$ cat src/rtl/powerup_reset_gen.sv
// Board-level reset generator.
// Holds rst high for POR_CYCLES edges after configuration. A filtered key
// press re-asserts rst, which then stays high for STRETCH_CYCLES edges after
// the key is released. rst and rst_n are registered, so there is no
// combinational path from key to either output.
module powerup_reset_gen #(
    parameter int POR_CYCLES     = 1000,
    parameter int KEY_FILTER     = 2,
    parameter int STRETCH_CYCLES = 256
) (
    input  logic clk,
    input  logic key,
    output logic rst,
    output logic rst_n
);

    localparam int MAX_CYC = (POR_CYCLES > STRETCH_CYCLES) ? POR_CYCLES : STRETCH_CYCLES;
    localparam int CNT_W   = $clog2(MAX_CYC + 1);
    localparam int KCNT_W  = $clog2(KEY_FILTER + 1);

    localparam logic [CNT_W-1:0]  POR_LAST     = CNT_W'(POR_CYCLES - 1);
    localparam logic [CNT_W-1:0]  STRETCH_LAST = CNT_W'(STRETCH_CYCLES - 1);
    localparam logic [KCNT_W-1:0] KCNT_LAST    = KCNT_W'(KEY_FILTER - 1);
    localparam logic [KCNT_W-1:0] KCNT_FULL    = KCNT_W'(KEY_FILTER);

    typedef enum logic [1:0] {
        ST_POR,
        ST_RUN,
        ST_HOLD,
        ST_STRETCH
    } state_t;

    // There is no external reset: the declaration values are the
    // configuration-time state, so rst is high from time zero.
    state_t            state_reg  = ST_POR;
    logic [CNT_W-1:0]  cnt_reg    = '0;
    logic [KCNT_W-1:0] kcnt_reg   = '0;
    logic              rst_reg    = 1'b1;
    logic              rst_n_reg  = 1'b0;

    state_t            state_next;
    logic [CNT_W-1:0]  cnt_next;
    logic [KCNT_W-1:0] kcnt_next;
    logic              rst_next;
    logic              press;

    // Key filter: count consecutive key=1 samples, saturating at KEY_FILTER.
    // A press qualifies only on the edge where the count reaches KEY_FILTER,
    // so a held key produces exactly one press.
    always_comb begin
        kcnt_next = kcnt_reg;
        press     = 1'b0;
        if (!key) begin
            kcnt_next = '0;
        end else if (kcnt_reg != KCNT_FULL) begin
            kcnt_next = kcnt_reg + 1'b1;
            press     = (kcnt_reg == KCNT_LAST);
        end
    end

    // Next-state logic. A qualified press wins over any count in progress,
    // so it can only extend reset, never open a gap in it.
    always_comb begin
        state_next = state_reg;
        cnt_next   = cnt_reg;
        case (state_reg)
            ST_POR: begin
                if (press) begin
                    state_next = ST_HOLD;
                end else if (cnt_reg == POR_LAST) begin
                    state_next = ST_RUN;
                end else begin
                    cnt_next = cnt_reg + 1'b1;
                end
            end
            ST_RUN: begin
                if (press) begin
                    state_next = ST_HOLD;
                end
            end
            ST_HOLD: begin
                // Counter idles here, so a long hold cannot overflow it.
                if (!key) begin
                    state_next = ST_STRETCH;
                    cnt_next   = '0;
                end
            end
            ST_STRETCH: begin
                if (press) begin
                    state_next = ST_HOLD;
                end else if (cnt_reg == STRETCH_LAST) begin
                    state_next = ST_RUN;
                end else begin
                    cnt_next = cnt_reg + 1'b1;
                end
            end
            default: begin
                state_next = ST_HOLD;
            end
        endcase
        rst_next = (state_next != ST_RUN);
    end

    // State, counters and both reset outputs update on the same edge.
    always_ff @(posedge clk) begin
        state_reg <= state_next;
        cnt_reg   <= cnt_next;
        kcnt_reg  <= kcnt_next;
        rst_reg   <= rst_next;
        rst_n_reg <= ~rst_next;
    end

    assign rst   = rst_reg;
    assign rst_n = rst_n_reg;

endmodule

$ cat config.mk
export PLATFORM = sky130hd
export DESIGN_NAME = powerup_reset_gen
export DESIGN_NICKNAME = d
export VERILOG_FILES = /design/src/rtl/powerup_reset_gen.sv
export SDC_FILE = /design/constraint.sdc
export NUM_CORES = 1
export LEC_CHECK = 0
export ABC_CLOCK_PERIOD_IN_PS = 1900
export BUFFER_PORTS_ARGS = -buffer_cell sky130_fd_sc_hd__buf_2
export CORE_MARGIN = 2
export CORE_UTILIZATION = 50
export DETAILED_ROUTE_END_ITERATION = 7
export GPL_TIMING_DRIVEN = 0
export PLACE_DENSITY = 0.7
export SLEW_MARGIN = 5
export SYNTH_ARGS = -nofsm -noshare
export SYNTH_HDL_FRONTEND = slang
export SYNTH_SLANG_ARGS = --single-unit
$ cat constraint.sdc
create_clock -name clk -period 1.9 [get_ports clk]
set_input_delay 0.19 -clock clk [delete_from_list [all_inputs] [get_ports clk]]
set_output_delay 0.19 -clock clk [all_outputs]
set_load 0.1 [all_outputs]
### After elaboration in Yosys (flattened, before gate mapping)

Cells that the tools add are included.

* flip-flop bits (word level): 16
* latch bits: 0
* RAM bits: 0
* bits in read-only memories: 0
* output and inout port bits: 2
* logic and storage cells: 39
* memories: 0

* add/sub/neg operators: 2
* $mul: 0
* div/mod/pow operators: 0
* $lt $le $gt $ge: 0
* equality and inequality tests: 13
* shift operators: 0
* mux-type cells: 15
* bitwise operators: 1
* reductions and logical operators: 3

Operator list (number)
* 10-bit 2-to-1 mux: 5
* 10-bit one-hot mux with 3 select lines: 1
* 2-bit 2-to-1 mux: 6
* 2-bit != test (second input constant): 6
* 10-bit by 1-bit adder with 10-bit output (second input constant): 1
* 10-bit == test (second input constant): 1
* 10-bit by 8-bit == test with 1-bit output (second input constant): 1
* 2-bit one-hot mux with 4 select lines: 1
* 6-bit AND reduction: 1
* 2-bit by 1-bit == test with 1-bit output (second input constant): 2
* 2-bit == test (second input constant): 2
* 3-bit nonzero test: 1
* 2-bit by 1-bit adder with 2-bit output (second input constant): 1
* 2-bit zero test: 1
* 1-bit 2-to-1 mux: 2
* 2-bit by 1-bit != test with 1-bit output (second input constant): 1
* 1-bit inverter: 1

### Logic depth before layout (Yosys ltp)

Gate-level depths: netlist of run 1.

* depth after elaboration: 7
* gate-level depth with buffers: 5
* mapped depth without buffers: 5

### Least setup slack after synthesis of run 1

No wires, ideal clock.

* kind: flip-flop to flip-flop
* from: register cnt_reg[0]
* to: register cnt_reg[0], enable pin
* library setup time: 0.289 ns
* arrival: 1.539 ns
* required time: 1.611 ns
* path slack: 0.072 ns
* cell stages (with the launch flop): 5
* buffers on the path: 0
* period minus slack after synthesis: 1.828 ns
* path through: edfxtp_1 > ha_1 > nand4_2 > or4_4 > and4b_1

* cells in the longest elaborated chain, start to end: 3
* elaborated cells between the ends (all ways): 5

Ends and longest elaborated chain
* from (decl): RTL line 36 `logic [CNT_W-1:0] cnt_reg = '0;`
* from (signal assigned): RTL line 107 `cnt_reg <= cnt_next;`
* 10-bit by 8-bit == test with 1-bit output / 10-bit == test (equally long branches): RTL line 91, 70
* 2-bit != test (no line)
* 6-bit AND reduction (no line) *

Every way passes the cells marked *; elsewhere a longest branch is shown, timed or not.
A chain may end at the register's enable or synchronous reset.

### Final worst setup path of run 1

Same ends and word-level chain as after synthesis.

==> flow_summary.yaml, run 1 <==
finish:
  syn_to_final_growth_pct: 9.64
  largest_register_ffs: 10
  layout.nets: 87
  design_area_um2: 882
  fill_cells: 136
  final_cells: 97
  drive_gt1_frac: 0.185
  diodes: 0
sta:
  period_needed_ns: 1.81
  hold_violations: 0
  hold_ws_ns: 0.156
  grt_setup_unrepaired: "false"
  worstMarginPinSlew_ns: 0.483
  timing.final.ws_setup_ns: 0.0925
  finalMaxSlewViolations: 0
  maxSlewHeadroom: 0.680
  fin_crit_sh: 0.951
  fin_skew_ns: 0.0142
  setup_viol: 0
  max_freq_mhz: 553
synthesis:
  ys_warn_count: 0
  ys_seq_area_frac: 0.523
  synthMostInstantiatedCell: "edfxtp_1"
  synth_ff_type: "edfxtp_1"
  synthCells: 74
  async_flop_share: 0
  synth_top_area_share: 0.373
  syn-num-nets: 79
  yosys_register_bits: 16
  synthTopCellsByArea: "edfxtp_1, dfxtp_1, ha_1"
  synth_area_leader_cell: "edfxtp_1"
  synth-edff-count: 10
  syn_avg_cell_area_um2: 10.9
  synth_area_um2: 805
  netlist_top_cells_count: "edfxtp_1, a21oi_1, dfxtp_1"
  ys_types: 29
global_routing:
  gr-usage-met1: 0.208
  overflow: 0
  met3_usage: 0.0245
  use_met2: 0.256
  grt_pass1_wl_mm: 2.28
  track_usage: 0.166
  grt_start_max_net_pins: 11
  antenna_found_initial: 0
  first_global_vias: 547
  grt.busiest_layer: "met2"
floorplanning:
  dieWidth_um: 44.1
  core_um2: 1510
  fp.dieH_um: 44.1
  dieArea_um2: 1950
  io_pins: 4
  start_util: 0.534
  num_rows: 14
power_and_ir_drop:
  power_per_cell_area_nw_per_um2: 1520
  power_uw: 1340
  p_leak_uw: 0.000307
  ir_drop_mv: 0.792
place:
  placed_cells: 93
  place_ws_ns: -0.125
  hpwl_um: 932
  place.gp.congestion: 0.787
  numPortBuffers: 3
  placed_cell_area_um2: 840
worst_setup_path:
  critPathKind: "reg2reg"
  cp.required_ns: 1.93
  crit_arrival_ns: 1.84
  worstPathMaxFanout: 10
  end_kind: "flip-flop"
  cp-start-kind: "flip-flop"
  reg2reg_from: "cnt_reg[0]"
  timing.critical_path.from: "cnt_reg[0]"
drt:
  wl_per_cell_um: 13.5
  ant_nets: 0
  drtPass1Iterations: 4
  drc: 0
  drt-initial-drc-count: 7
  via_per_inst: 6.20
  wirelength_mm: 1.31
  vias: 601
clock_tree:
  clock-root-buffer: "clkbuf_4"
  cts.path.max_buffers: 2
  cts_max_level: 1
  cts.clk_slew.worst_paths_ns: 0.08
  ctsHoldBuffers: 0
  clk_latency_ns: 0.29
  cts_setup_buffers: 0
  cts_made_buffers: 3
  clock_sinks: 16
  cts_tree: "built"
  cts_resized: 2
worst_hold_path:
  min-delay-start: "key"
  min_path_type: "in2reg"
job:
  cap_violations: 0
outcome:
  run_status: "completed"
cells by family (layout without fill, tap and decap cells):
family          Yosys count  count (layout)  synth area share
buf+inv                   4              11            0.0187
xor+xnor                  4               4            0.0436
flops                    16              16             0.523
fa+ha+maj                 3               3            0.0467
simple gates             31              31             0.244
compound gates           16              16             0.124
area by class of cell:
cell class / count / area (um2) / area share
Multi-Input combinational cell: 54 / 385 / 0.437
Clock buffer: 4 / 26.3 / 0.0298
Inverter: 3 / 11.3 / 0.0128
Sequential cell: 16 / 420 / 0.477
Timing Repair Buffer: 3 / 15.0 / 0.0170
Buffer: 1 / 3.75 / 0.00426
Tap cell: 16 / 20.0 / 0.0227
metrics by stage:
| step | TNS [ns] | utilization |
|---|---|---|
| 6_report | 0 | 0.586 |
| 3_3_place_gp | -0.937 | 0.557 |
| 5_1_grt | 0 | 0.586 |
| 3_5_place_dp | -1.25 | 0.557 |
| 4_1_cts | 0 | 0.577 |
| 2_1_floorplan | 0 | - |
final timing paths:
kind	end	slack (ns)	cells past startpoint
setup / recovery	cnt_reg[0]	0.09	4
hold / removal	kcnt_reg[1]	0.16	2
setup reg to reg	cnt_reg[0]	0.09	4
hold reg to reg	kcnt_reg[0]	0.61	2
critical path, cell delays in order (launching register included):
cell	delay (ns)
edfxtp_1	0.42
ha_4	0.18
nand4_2	0.12
or4_4	0.57
and4b_4	0.28
report_power, final:
part / switching (uW) / total (uW) / internal [uW]
clock: 103 / 185 / 81.6
combinational: 228 / 422 / 193
sequential: 158 / 733 / 575
total: 489 / 1340 / 850
cells in the final DEF, fill, tap and decap left out, types with 3 or more instances in the layout:
| cell type | n |
|---|---|
| a21oi_1 | 6 |
| and2_1 | 4 |
| buf_2 | 3 |
| clkbuf_4 | 3 |
| dfxtp_1 | 6 |
| edfxtp_1 | 10 |
| inv_1 | 3 |
| nand2_1 | 3 |
| nand2b_1 | 3 |
| nand3_1 | 3 |
| nor2_1 | 5 |
| o21ai_0 | 4 |
| or3_2 | 3 |
metal layers:
metal,wire (um),share of wire
met1,607,0.46
met5,0,0
met3,46,0.035
met2,609,0.47
met4,43,0.033
(Power assumes the default switching activity.)
==> run 2, diff against run 1 <==
Settings changed: PLACE_DENSITY 0.7 to 0.71.
==> run 2 against run 1 <==
  * Non-clock buffer count did not move
  * Worst setup slack got worse by 0.0038 ns
  * First-iteration DRC count up 43%
  * Routed wire length grew 1.7%
  * Cell area did not move
  * Global-route usage fell by 0.21 points
  * Register-to-register slack barely moved
  * Combinational power is essentially flat
  * Clock skew is 0.0096 ns lower
==> flow_summary.yaml, run 2 (synthesis results as in run 1) <==
worst_setup_path:
  cp.required_ns: 1.94
  reg2reg_from: "cnt_reg[5]"
  end_kind: "flip-flop"
  cp-start-kind: "flip-flop"
  critPathKind: "reg2reg"
  crit_arrival_ns: 1.85
  r2r_cells: 3
  r2r_end: "cnt_reg[0]"
  r2r_slack_ns: 0.09
  worstPathMaxFanout: 10
finish:
  most-common-layout-cells: "edfxtp_1, a21oi_1, dfxtp_1, nor2_1"
  layout.nets: 87
  drive_gt1_frac: 0.185
  syn_to_final_growth_pct: 9.64
  diodes: 0
  layout_commonest_cell: "edfxtp_1"
  design_area_um2: 882
  largest_register_ffs: 10
floorplanning:
  num_rows: 14
  start_util: 0.534
  dieWidth_um: 44.1
  fp.dieH_um: 44.1
  dieArea_um2: 1950
  io_pins: 4
  core_um2: 1510
clock_tree:
  cts_setup_buffers: 0
  clock-root-buffer: "clkbuf_4"
  cts_made_buffers: 3
  cts_max_level: 1
  cts_tree: "built"
  cts.clk_slew.worst_paths_ns: 0.09
  clk_latency_ns: 0.28
  cts.path.max_buffers: 2
  clock_sinks: 16
sta:
  max_freq_mhz: 552
  setup_viol: 0
  hold_violations: 0
  grt_setup_unrepaired: "false"
  fin_crit_sh: 0.953
  maxSlewHeadroom: 0.681
  period_needed_ns: 1.81
  timing.final.ws_setup_ns: 0.0886
  worstMarginPinSlew_ns: 0.482
  finalMaxSlewViolations: 0
  fin_skew_ns: 0.00464
drt:
  drc: 0
  vias: 580
  via_per_inst: 5.98
  ant_nets: 0
  wirelength_mm: 1.33
  drt-initial-drc-count: 10
  drtPass1Iterations: 4
  wl_per_cell_um: 13.7
worst_hold_path:
  min_path_type: "in2reg"
  min-delay-start: "key"
  hold_path_depth: 2
  hold_end: "kcnt_reg[0]"
power_and_ir_drop:
  power_frac_seq: 0.549
  power_uw: 1340
  ir_drop_mv: 0.718
  power_per_cell_area_nw_per_um2: 1510
  sw_frac_of_total: 0.364
  power.switching_uw: 486
  p_clk_frac: 0.137
  p_int_uw: 850
  pwr-share-comb: 0.314
  p_leak_uw: 0.000307
global_routing:
  track_usage: 0.164
  grt_start_max_net_pins: 11
  grt_pass1_wl_mm: 2.24
  antenna_found_initial: 0
  overflow: 0
  first_global_vias: 520
place:
  placed_cell_area_um2: 840
  place_ws_ns: -0.122
  place.gp.congestion: 0.728
  numPortBuffers: 3
  hpwl_um: 915
outcome:
  run_status: "completed"
job:
  cap_violations: 0
-- run 2: power groups by stage --
stage	registers [uW]	logic (uW)	clock network, uW
finish	733	420	183
global route	757	494	200
CTS	719	413	192
detailed placement	728	402	0
global placement	720	380	0
floorplan	700	316	0
-- run 2: worst max path at each step --
stage	from	end	slack (ns)	depth (start not counted)
floorplan	cnt_reg[0]	cnt_reg[0]	0.07	4
global placement	cnt_reg[0]	cnt_reg[0]	-0.09	4
detailed placement	cnt_reg[0]	cnt_reg[4]	-0.12	4
CTS	cnt_reg[0]	cnt_reg[8]	0.02	4
global route	cnt_reg[0]	cnt_reg[0]	0.006	4
finish	cnt_reg[5]	cnt_reg[0]	0.09	3
-- run 2: layer usage --
layer,wire [um],vias to the layer above,track usage,share of wire
met5,0,-,0,0
met4,28,0,0.127,0.021
met3,25,4,0.0245,0.019
met2,603,7,0.241,0.45
met1,672,278,0.215,0.51
li1,-,291,-,-
-- run 2: critical path: stages, from the launching register on --
cell and delay [ns]:
edfxtp_1 0.45, nand4_1 0.19, or4_2 0.64, and4b_4 0.29
-- run 2: per-stage QoR --
stage	hold slack, ns	utilization	TNS [ns]	cells
after floorplan	0.312	-	0	74
after global placement	0.433	0.557	-0.916	93
after detailed placement	0.437	0.557	-1.22	93
after CTS	0.139	0.577	0	97
after global routing	0.163	0.586	0	97
final	0.151	0.586	0	97
-- run 2: layout make-up --
| cell class | instances | area [um2] |
|---|---|---|
| flip-flops and latches | 16 | 420 |
| repair buffers | 3 | 15.0 |
| fillers | 127 | 624 |
| clock buffers | 4 | 26.3 |
| plain buffers | 1 | 3.75 |
| well taps | 16 | 20.0 |
| inverters | 3 | 11.3 |
| multi-input cells | 54 | 385 |
-- run 2: what timing repair did --
item,CTS,global route
hold buffers,0,0
setup endpoints to repair,10,12
resized for setup,2,2
pin swaps,0,1
